==> src/rtl/hex_token_parser.sv <==
// Streaming ASCII hex token parser: digits accumulate, separator/invalid emits.
// Optional macro HEXPARSE_LOWERCASE_EN accepts a-f as digits.
module hex_token_parser #(
   parameter  int DIGITS = 8,
   localparam int W      = 4 * DIGITS,
   localparam int CW     = $clog2(DIGITS + 1)
) (
   input  logic          clk,
   input  logic          rst,
   input  logic [7:0]    in_char,
   input  logic          in_valid,
   output logic          in_ready,
   output logic [W-1:0]  out_word,
   output logic [CW-1:0] out_count,
   output logic          out_overflow,
   output logic          out_badchar,
   output logic          out_valid,
   input  logic          out_ready
);

   typedef enum logic [1:0] {
      IDLE  = 2'd0,
      ACCUM = 2'd1,
      EMIT  = 2'd2
   } state_t;

   state_t        r_state;
   logic [W-1:0]  r_acc;
   logic [CW-1:0] r_cnt;
   logic          r_ovf;
   logic          r_bad;

   logic          w_dig;
   logic          w_sep;
   logic [3:0]    w_nib;
   logic [W-1:0]  w_shift;

   always_comb begin
      w_dig = 1'b0;
      w_nib = 4'd0;
      if (in_char >= 8'h30 && in_char <= 8'h39) begin
         w_dig = 1'b1;
         w_nib = 4'(in_char - 8'h30);
      end else if (in_char >= 8'h41 && in_char <= 8'h46) begin
         w_dig = 1'b1;
         w_nib = 4'(in_char - 8'h37);
      end
`ifdef HEXPARSE_LOWERCASE_EN
      else if (in_char >= 8'h61 && in_char <= 8'h66) begin
         w_dig = 1'b1;
         w_nib = 4'(in_char - 8'h57);
      end
`endif
   end

   assign w_sep = (in_char == 8'h20) || (in_char == 8'h0D) ||
                  (in_char == 8'h0A) || (in_char == 8'h2C);

   // A single-digit word simply takes the newest nibble
   generate
      if (DIGITS == 1) begin : g_one
         assign w_shift = w_nib;
      end else begin : g_many
         assign w_shift = {r_acc[W-5:0], w_nib};
      end
   endgenerate

   always_ff @(posedge clk or posedge rst) begin
      if (rst) begin
         r_state <= IDLE;
         r_acc   <= '0;
         r_cnt   <= '0;
         r_ovf   <= 1'b0;
         r_bad   <= 1'b0;
      end else begin
         case (r_state)
            IDLE: begin
               if (in_valid) begin
                  if (w_dig) begin
                     r_acc   <= W'(w_nib);
                     r_cnt   <= CW'(1);
                     r_ovf   <= 1'b0;
                     r_state <= ACCUM;
                  end else if (!w_sep) begin
                     r_acc   <= '0;
                     r_cnt   <= '0;
                     r_bad   <= 1'b1;
                     r_state <= EMIT;
                  end
               end
            end
            ACCUM: begin
               if (in_valid) begin
                  if (w_dig) begin
                     r_acc <= w_shift;
                     if (r_cnt == CW'(DIGITS)) r_ovf <= 1'b1;
                     else                      r_cnt <= r_cnt + CW'(1);
                  end else begin
                     r_bad   <= !w_sep;
                     r_state <= EMIT;
                  end
               end
            end
            EMIT: begin
               if (out_ready) begin
                  r_acc   <= '0;
                  r_cnt   <= '0;
                  r_ovf   <= 1'b0;
                  r_bad   <= 1'b0;
                  r_state <= IDLE;
               end
            end
            default: r_state <= IDLE;
         endcase
      end
   end

   assign in_ready     = (r_state != EMIT);
   assign out_valid    = (r_state == EMIT);
   assign out_word     = r_acc;
   assign out_count    = r_cnt;
   assign out_overflow = r_ovf;
   assign out_badchar  = r_bad;

endmodule

==> config.mk <==
export PLATFORM = sky130hd
export DESIGN_NAME = hex_token_parser
export DESIGN_NICKNAME = d
export VERILOG_FILES = /design/src/rtl/hex_token_parser.sv
export SDC_FILE = /design/constraint.sdc
export NUM_CORES = 1
export LEC_CHECK = 0
export BUFFER_PORTS_ARGS = -buffer_cell sky130_fd_sc_hd__buf_2
export CAP_MARGIN = 5
export CORE_UTILIZATION = 49
export CTS_BUF_LIST = sky130_fd_sc_hd__clkbuf_8
export DETAILED_ROUTE_END_ITERATION = 8
export PLACE_DENSITY_LB_ADDON = 0.05
export SLEW_MARGIN = 0
export SYNTH_ARGS = -nofsm -noshare
export SYNTH_HDL_FRONTEND = slang
export SYNTH_SLANG_ARGS = --single-unit
export TNS_END_PERCENT = 1
==> constraint.sdc <==
create_clock -name clk -period 2.5 [get_ports clk]
set_clock_uncertainty 0.2 [all_clocks]
set_input_delay 0.5 -clock clk [delete_from_list [all_inputs] [get_ports clk]]
set_output_delay 0.5 -clock clk [all_outputs]
set_load 0.005 [all_outputs]
==> results.tsv, run 1 <==
metric	value	unit
clkSlewWorstSetupHoldPaths	0.08	ns
syn_nets	198	
synth.area.mux_share	0.01516	
cts-htree-levels	2	
synth.avg_cell_area	11.72	um^2
synthCells	176	
dieHeight	66.89	um
fin_nets	264	
clock_path_buffers	2	
cts_root_buf	clkbuf_8	
yosysWarnings	0	
cts_tree	yes	
ys.flop_type	dfrtp_1	
initial_core_util	0.5121	
p_per_area	681.0	mW/mm^2
p_leak	1.362	nW
hpwl	3503	um
numCtsBuffers	5	
crit_fanout	31	
grt_usage	0.2358	
post_cts_buffers	0	
critical-path-top-delay-family	simple AND/OR/NAND/NOR gates	
start_kind	primary input	
grt_max_degree	41	
crit_slowest_cell	or4b_4	
die_x	66.89	um
synth_seq_area_share	0.4851	
drv_cap	0	
antenna_cells	0	
ys_ff_latch	40	
drc	0	
cts_resized	0	
cts_sinks	40	
end_kind	flop	
crit_buf_inv	3	
synth-xor-area-share	0.004245	
layout_common_cells	51 x buf_2, 40 x dfrtp_1, 30 x a22o_1	
critPathLaunch	in_char[1]	
hold_viol	0	
synth_top_family_by_area	compound AO/OA/AOI/OAI gates	
maxSlewViolCount	0	
grt_pass1_vias	1633	
synthArstFlopShare	1.000	
place_ws	-0.04348	ns
relSlewSlack	0.6755	
tightest_slew	0.4867	ns
overflow	0	
yosys.area_share.simple	0.1007	
period_needed	2.269	ns
setup_viol	0	
die_area	0.004474	mm^2
vias	1726	
synth_edf_count	0	
setup_slack	0.2309	ns
peakVddDrop	0.3244	mV
syn2layout_area_growth	25.23	%
ctsHoldBuffers	0	
r2r-start	r_state[0]$_DFFE_PP0P_	
dr.first_iter.drc_count	127	
finalSetupTns	0	ns
rows	23	
via_per_inst	5.891	
critPathMaxStageDelay	0.54	ns
wl_per_cell	16.13	um
clock_latency	0.28	ns
antenna_found_initial	0	
core_area	0.004029	mm^2
synthAdderAreaFrac	0.06064	
arrival	2.28	ns
grt_pass1_wl	7776	um
status	finished, final reports clean	
drive_above_1_share	0.3539	
final_common_cell	buf_2	
drtAntennaViolNets	0	
hp-class	in2async	
syn_area	0.002063	mm^2
first_pass_iters	4	
wl	4725	um
required	2.51	ns
synth_compound_area_frac	0.2759	
period_share	0.9077	
hold_ws	0.1197	ns
synth.distinct_cells	47	
fmax	0.4407	GHz
rsz0062_at_grt	no	
crit_type	in2reg	
cp_cell_sequence	buf_2, inv_1, ha_2, or4b_4, nand4_1, nand2b_1, o21ai_2, buf_12, a22o_1	
place_congestion	0.8792	
ios	52	
io_buffers	51	
## cell type report
type	count	area (um^2)
Multi-Input combinational cell	114	948.4
Timing Repair Buffer	70	422.9
Clock inverter	3	38.79
Tap cell	50	62.56
Fill cell	342	1445
Sequential cell	40	1001
Clock buffer	5	68.82
Inverter	11	41.29
## where the power goes
part / internal, mW / switching (mW)
sequential: 0.672 / 0.0196
clock: 0.292 / 0.208
combinational: 0.240 / 0.328
## layer usage
layer / vias up / track usage / part of all wire
li1: 805 / - / -
met1: 869 / 0.2792 / 0.43
met2: 48 / 0.4129 / 0.52
met3: 4 / 0.05651 / 0.039
met4: 0 / 0.07979 / 0.011
met5: - / 0 / 0
## per-stage QoR
stage / util / instance area [um^2] / cells / total power, mW
floorplan: - / 2066 / 176 / 1.053
global placement: 0.6146 / 2476 / 285 / 1.248
detailed placement: 0.6146 / 2476 / 285 / 1.276
CTS: 0.6413 / 2584 / 293 / 1.783
global route: 0.6413 / 2584 / 293 / 1.865
finish: 0.6413 / 2584 / 293 / 1.760
## sequential cells by signal, indices dropped and copies added (netlist names)
name,flops
r_state,2
out_count,4
out_badchar,1
out_word,32
out_overflow,1
## worst min-delay path, delay by kind of cell
family / cells / cell delay, ns
buf+inv: 3 / 0.54
## cells in the mapped netlist (3+ instances only)
cell type | count | area share
buf_6 | 4 | 0.022
o21ai_0 | 6 | 0.015
o22ai_1 | 4 | 0.012
buf_2 | 6 | 0.015
nand2_1 | 6 | 0.011
ha_1 | 10 | 0.061
dfrtp_1 | 40 | 0.49
nor2_1 | 3 | 0.0055
o211ai_1 | 3 | 0.011
a211o_1 | 3 | 0.013
nand4_1 | 3 | 0.0091
a21oi_1 | 3 | 0.0073
inv_1 | 11 | 0.020
a32o_1 | 3 | 0.015
a22o_1 | 30 | 0.13
## kinds of logic (layout without fill, tap and decap cells)
kind of cell / Yosys count / after routing
buffers and inverters: 22 / 89
AO/OA/AOI/OAI: 69 / 69
adder cells (fa/ha/maj): 10 / 10
flip-flops: 40 / 40
XOR/XNOR: 1 / 1
multiplexers: 3 / 3
AND/OR/NAND/NOR: 31 / 31
## worst paths after layout
| path | endpoint | slack [ns] | cells after the start |
|---|---|---|---|
| max in group asynchronous | out_word[5]$_DFFE_PP0P_ | 1.64 | 3 |
| max reg2reg | out_badchar$_DFFE_PP0P_ | 0.26 | 8 |
| min in group clk | out_word[29]$_DFFE_PP0P_ | 0.31 | 1 |
| min | out_overflow$_DFFE_PP0P_ | 0.12 | 3 |
| max | out_word[24]$_DFFE_PP0P_ | 0.23 | 9 |
| min reg2reg | out_word[29]$_DFFE_PP0P_ | 0.31 | 1 |
Note: power is estimated with default switching activity, not from simulation.
==> run 2: changes to the inputs <==
==> constraint.sdc (replaced) <==
create_clock -name clk -period 1.95 [get_ports clk]
set_clock_uncertainty 0.2 [all_clocks]
set_input_delay 0.39 -clock clk [delete_from_list [all_inputs] [get_ports clk]]
set_output_delay 0.39 -clock clk [all_outputs]
set_load 0.005 [all_outputs]
==> results.tsv, run 2 (synthesis gave the netlist of run 1 again) <==
metric	value	unit	change
wl	5216	um	was 4725 um
fin_nets	286		was 264
p_per_area	847.3	mW/mm^2	was 681.0 mW/mm^2
stdcell_count	315		was 293
arrival	2.19	ns	was 2.28 ns
grt_pass1_wl	8362	um	was 7776 um
dieHeight	66.89	um	unchanged
cts_tree	yes		unchanged
drive_above_1_share	0.4566		was 0.3539
die_x	66.89	um	unchanged
antenna_found_initial	0		unchanged
core_area	0.004029	mm^2	unchanged
ctsHoldBuffers	0		unchanged
grt_max_degree	41		unchanged
status	finished, violations left		was finished, final reports clean
crit_type	in2reg		unchanged
vias	1818		was 1726
period_needed	2.206	ns	
num-fill-cells	305		was 342
fmax	0.4533	GHz	
dp.cells	300		was 285
first_pass_iters	4		unchanged
crit_buf_inv	4		was 3
p_leak	1.489	nW	was 1.362 nW
antenna_cells	0		unchanged
cts_root_buf	clkbuf_8		unchanged
total_power	2.417	mW	was 1.760 mW
final_common_cell	buf_2		unchanged
violations	hold timing, setup timing		
crit_path_frequent_cell	buf_6		
ios	52		unchanged
numCtsBuffers	5		unchanged
maxSlewViolCount	0		unchanged
setup_viol	40		was 0
wl_per_cell	16.56	um	was 16.13 um
relSlewSlack	0.6696		was 0.6755
largest_reg_flops	32		unchanged
cts_sinks	40		unchanged
clock_latency	0.29	ns	was 0.28 ns
drc	0		unchanged
drtAntennaViolNets	0		unchanged
setup_slack	-0.2561	ns	was 0.2309 ns
layout_common_cells	49 x buf_2, 40 x dfrtp_1, 34 x buf_4		was 51 x buf_2, 40 x dfrtp_1, 30 x a22o_1
die_area	0.004474	mm^2	unchanged
cts-htree-levels	2		unchanged
grt_pass1_vias	1736		was 1633
drv_cap	0		unchanged
finalSetupTns	-7.271	ns	was 0 ns
hold_ws	-0.004061	ns	was 0.1197 ns
end_kind	flop		unchanged
start_kind	primary input		unchanged
via_per_inst	5.771		was 5.891
hp-class	in2async		unchanged
critPathMaxStageDelay	0.48	ns	was 0.54 ns
critical-path-top-delay-family	simple AND/OR/NAND/NOR gates		unchanged
hpwl	3698	um	was 3503 um
clkSlewWorstSetupHoldPaths	0.08	ns	about the same
crit_slowest_cell	or4b_4		unchanged
place_ws	-0.9002	ns	was -0.04348 ns
syn2layout_area_growth	38.27	%	was 25.23%
hold_viol	4		was 0
rows	23		unchanged
peakVddDrop	0.6640	mV	was 0.3244 mV
tightest_slew	0.4956	ns	was 0.4867 ns
rsz0062_at_grt	yes		was no
cp_cell_sequence	buf_12, inv_12, ha_4, buf_6, or4b_4, and4_4, buf_6, o211ai_1, o2bb2ai_1, a221o_1		was buf_2, inv_1, ha_2, or4b_4, nand4_1, nand2b_1, o21ai_2, buf_12, a22o_1
dr.first_iter.drc_count	182		was 127
overflow	0		unchanged
initial_core_util	0.5121		unchanged
period_share	1.131		
clock_path_buffers	2		unchanged
io_buffers	51		unchanged
crit_fanout	4		was 31
place_congestion	0.9247		was 0.8792
required	1.93	ns	was 2.51 ns
grt_usage	0.2525		was 0.2358
## run 2: cell count changes in the layout (fill, tap and decap cells not counted), sizes merged
cell	change
buf	+21
clkinvlp	+1
nor3	+1
inv	-1
## run 2: what timing repair did
action / 4_1_cts / 5_1_grt
pin swaps: 9 / 5
setup endpoints to repair: 40 / 40
gates resized for setup: 15 / 5
cloned: 1 / 0
setup buffers: 6 / 0
## run 2: final timing paths
kind,to,from,slack (ns),cells past startpoint
min in group clk,out_badchar$_DFFE_PP0P_,out_badchar$_DFFE_PP0P_,0.30,1
max in group asynchronous,out_word[4]$_DFFE_PP0P_,rst,1.20,3
hold / removal,out_word[11]$_DFFE_PP0P_,rst,-0.004,3
setup / recovery,out_word[3]$_DFFE_PP0P_,in_char[1],-0.26,10
setup reg to reg,out_count[3]$_DFFE_PP0P_,r_state[0]$_DFFE_PP0P_,-0.18,7
hold reg to reg,out_badchar$_DFFE_PP0P_,out_badchar$_DFFE_PP0P_,0.30,1
## run 2: metrics by stage
step                      instance area [um^2]    util
after floorplan                           2103       -
after global placement                    2614  0.6488
after detailed placement                  2614  0.6488
after CTS                                 2840  0.7050
after global routing                      2853  0.7081
final                                     2853  0.7081
## run 2: area by class of cell
class,instances,area (um^2),area share
inverters,11,53.80,0.01886
multi-input cells,115,1007,0.3531
well taps,50,62.56,0.02193
clock buffers,5,68.82,0.02412
clock inverters,3,42.54,0.01491
repair buffers,91,616.8,0.2162
flip-flops and latches,40,1001,0.3509
## run 2: metal layers
metal	vias up	GRT usage	wire, um
li1	858	-	-
met1	882	0.3214	2204
met2	65	0.4356	2669
met3	13	0.04452	241
met4	0	0.06915	100
met5	-	0	0
## run 2: report_power, final
group	leakage, nW	total [mW]	internal [mW]	switching [mW]
clock	0.0541	0.669	0.379	0.290
combinational	0.881	0.864	0.387	0.477
sequential	0.554	0.884	0.861	0.0232
## run 2: worst min-delay path, stage by stage
cell   delay, ns
buf_2       0.09
inv_1       0.04
buf_4       0.42
==> run 3: changes to the inputs <==
--- a/config.mk
+++ b/config.mk
@@ -7,10 +7,12 @@
 export LEC_CHECK = 0
 export BUFFER_PORTS_ARGS = -buffer_cell sky130_fd_sc_hd__buf_2
 export CAP_MARGIN = 5
-export CORE_UTILIZATION = 49
+export CELL_PAD_IN_SITES_DETAIL_PLACEMENT = 2
+export CELL_PAD_IN_SITES_GLOBAL_PLACEMENT = 2
+export CORE_UTILIZATION = 32
 export CTS_BUF_LIST = sky130_fd_sc_hd__clkbuf_8
 export DETAILED_ROUTE_END_ITERATION = 8
-export PLACE_DENSITY_LB_ADDON = 0.05
+export PLACE_DENSITY = 0.75
 export SLEW_MARGIN = 0
 export SYNTH_ARGS = -nofsm -noshare
 export SYNTH_HDL_FRONTEND = slang
==> results.tsv, run 3 (synthesis gave the netlist of run 1 again) <==
metric	value	unit	change
status	finished, violations left		unchanged
violations	setup timing		was hold timing, setup timing
hold_viol	0		was 4
relSlewSlack	0.6314		was 0.6696
p_int	1.768	mW	was 1.626 mW
fin_util	0.5027		was 0.7081
seqCellArea	0.001002	mm^2	was 0.001001 mm^2
p_comb_frac	0.470		was 0.358
clkPwrFrac	0.214		was 0.277
die_area	0.006772	mm^2	was 0.004474 mm^2
ios	52		unchanged
multiInputGateArea	0.001074	mm^2	was 0.001007 mm^2
tightest_slew	0.5479	ns	was 0.4956 ns
antenna_found_initial	0		unchanged
grt_usage	0.2829		was 0.2525
maxSlewViolCount	0		unchanged
final_common_cell	buf_2		unchanged
grt_max_degree	41		unchanged
num-fill-cells	625		was 305
ctsHoldBuffers	0		unchanged
place_congestion	0.7576		was 0.9247
cts_root_buf	clkbuf_8		unchanged
rows	28		was 23
first_pass_iters	4		unchanged
setup_slack	-0.3475	ns	was -0.2561 ns
crit_type	reg2reg		was in2reg
dieHeight	82.30	um	was 66.89 um
period_share	1.178		was 1.131
clkSlewWorstSetupHoldPaths	0.08	ns	about the same
io_buffers	51		unchanged
peakVddDrop	0.5075	mV	was 0.6640 mV
wl_per_cell	25.71	um	was 16.56 um
hpwl	5115	um	was 3698 um
end_kind	flop		unchanged
drive_above_1_share	0.5126		was 0.4566
grt_pass1_vias	2238		was 1736
core_area	0.006061	mm^2	was 0.004029 mm^2
cts-htree-levels	2		unchanged
overflow	0		unchanged
arrival	2.33	ns	was 2.19 ns
numCtsBuffers	5		unchanged
cts_sinks	40		unchanged
clock_path_buffers	2		unchanged
drv_cap	0		unchanged
total_power	2.806	mW	was 2.417 mW
drc	0		unchanged
via_per_inst	5.653		was 5.771
largest_reg_flops	32		unchanged
rsz0062_at_grt	yes		unchanged
clock_latency	0.30	ns	was 0.29 ns
initial_core_util	0.3404		was 0.5121
setup_viol	40		unchanged
p_leak	1.546	nW	was 1.489 nW
cts_tree	yes		unchanged
period_needed	2.298	ns	was 2.206 ns
vias	1990		was 1818
hold_ws	0.009762	ns	was -0.004061 ns
syn2layout_area_growth	47.67	%	was 38.27%
dr.first_iter.drc_count	136		was 182
switching_power	1.038	mW	was 0.7906 mW
fmax	0.4353	GHz	was 0.4533 GHz
seq_power_share	0.316		was 0.366
required	1.98	ns	was 1.93 ns
layout_common_cells	49 x buf_2, 45 x buf_4, 39 x dfrtp_1		was 49 x buf_2, 40 x dfrtp_1, 34 x buf_4
die_x	82.30	um	was 66.89 um
crit_fanout	15		was 4
drtAntennaViolNets	0		unchanged
wl	9051	um	was 5216 um
antenna_cells	0		unchanged
start_kind	flop		was primary input
hp-class	in2async		unchanged
grt_pass1_wl	13370	um	was 8362 um
fin_nets	298		was 286
p_per_area	920.9	mW/mm^2	was 847.3 mW/mm^2
p_sw_frac	0.3699		was 0.3271
-- run 3: path summary, 6_finish.rpt --
check	start	to	slack (ns)	depth (start not counted)
worst max-delay path	r_state[0]$_DFFE_PP0P_	out_word[17]$_DFFE_PP0P_	-0.35	8
worst min-delay path	rst	out_word[27]$_DFFE_PP0P_	0.01	3
worst max register to register	r_state[0]$_DFFE_PP0P_	out_word[17]$_DFFE_PP0P_	-0.35	8
worst min register to register	out_word[28]$_DFFE_PP0P_	out_word[28]$_DFFE_PP0P_	0.31	1
max in group asynchronous	rst	r_state[0]$_DFFE_PP0P_	1.15	3
min in group clk	out_word[28]$_DFFE_PP0P_	out_word[28]$_DFFE_PP0P_	0.31	1
-- run 3: power groups by stage --
stage	Sequential (mW)	Clock, mW	Combinational (mW)
after floorplan	0.898	0	0.468
after global placement	0.896	0	0.845
after detailed placement	0.898	0	0.907
after CTS	0.883	0.600	1.22
after global routing	0.891	0.640	1.39
final	0.888	0.600	1.32
-- run 3: cell type report --
| type | instances | share of cell area |
|---|---|---|
| tap | 75 | 0.03080 |
| clock inverter | 2 | 0.003696 |
| clock buffer | 6 | 0.02710 |
| timing repair buffer | 103 | 0.2386 |
| multi-input combinational | 115 | 0.3524 |
| sequential | 40 | 0.3290 |
| inverter | 11 | 0.01848 |
-- run 3: stage by stage --
step                instance area, um^2  cells  setup WS (ns)  setup TNS, ns
global route                       3047    352        -0.4174         -13.38
global placement                   2668    328        -0.8748         -31.74
detailed placement                 2668    328        -0.9998         -34.47
finish                             3047    352        -0.3475         -10.88
floorplan                          2103    176        -0.3436         -11.26
CTS                                3017    351        -0.3414         -9.977
-- run 3: worst max-delay path, stage by stage (launching register included) --
cell and delay [ns]:
dfrtp_2 0.46, ha_2 0.23, nor2_4 0.10, o22ai_2 0.10, buf_4 0.15, a311o_2 0.38, nor3_4 0.24, buf_12 0.17
a22o_1 0.18
-- run 3: repair_timing --
item / in CTS / in global routing
resized for setup: 28 / 9
endpoints found under the hold margin: 0 / 0
setup buffers: 13 / 1
pin swaps: 17 / 7
setup endpoints to repair: 40 / 41
gates cloned: 2 / 0
-- run 3: metal layers --
| layer | vias to the layer above | track usage | wire, um |
|---|---|---|---|
| met5 | - | 0 | 0 |
| met4 | 0 | 0.1175 | 288 |
| met3 | 21 | 0.05055 | 362 |
| met2 | 66 | 0.5248 | 4900 |
| met1 | 1026 | 0.3151 | 3499 |
| li1 | 877 | - | - |
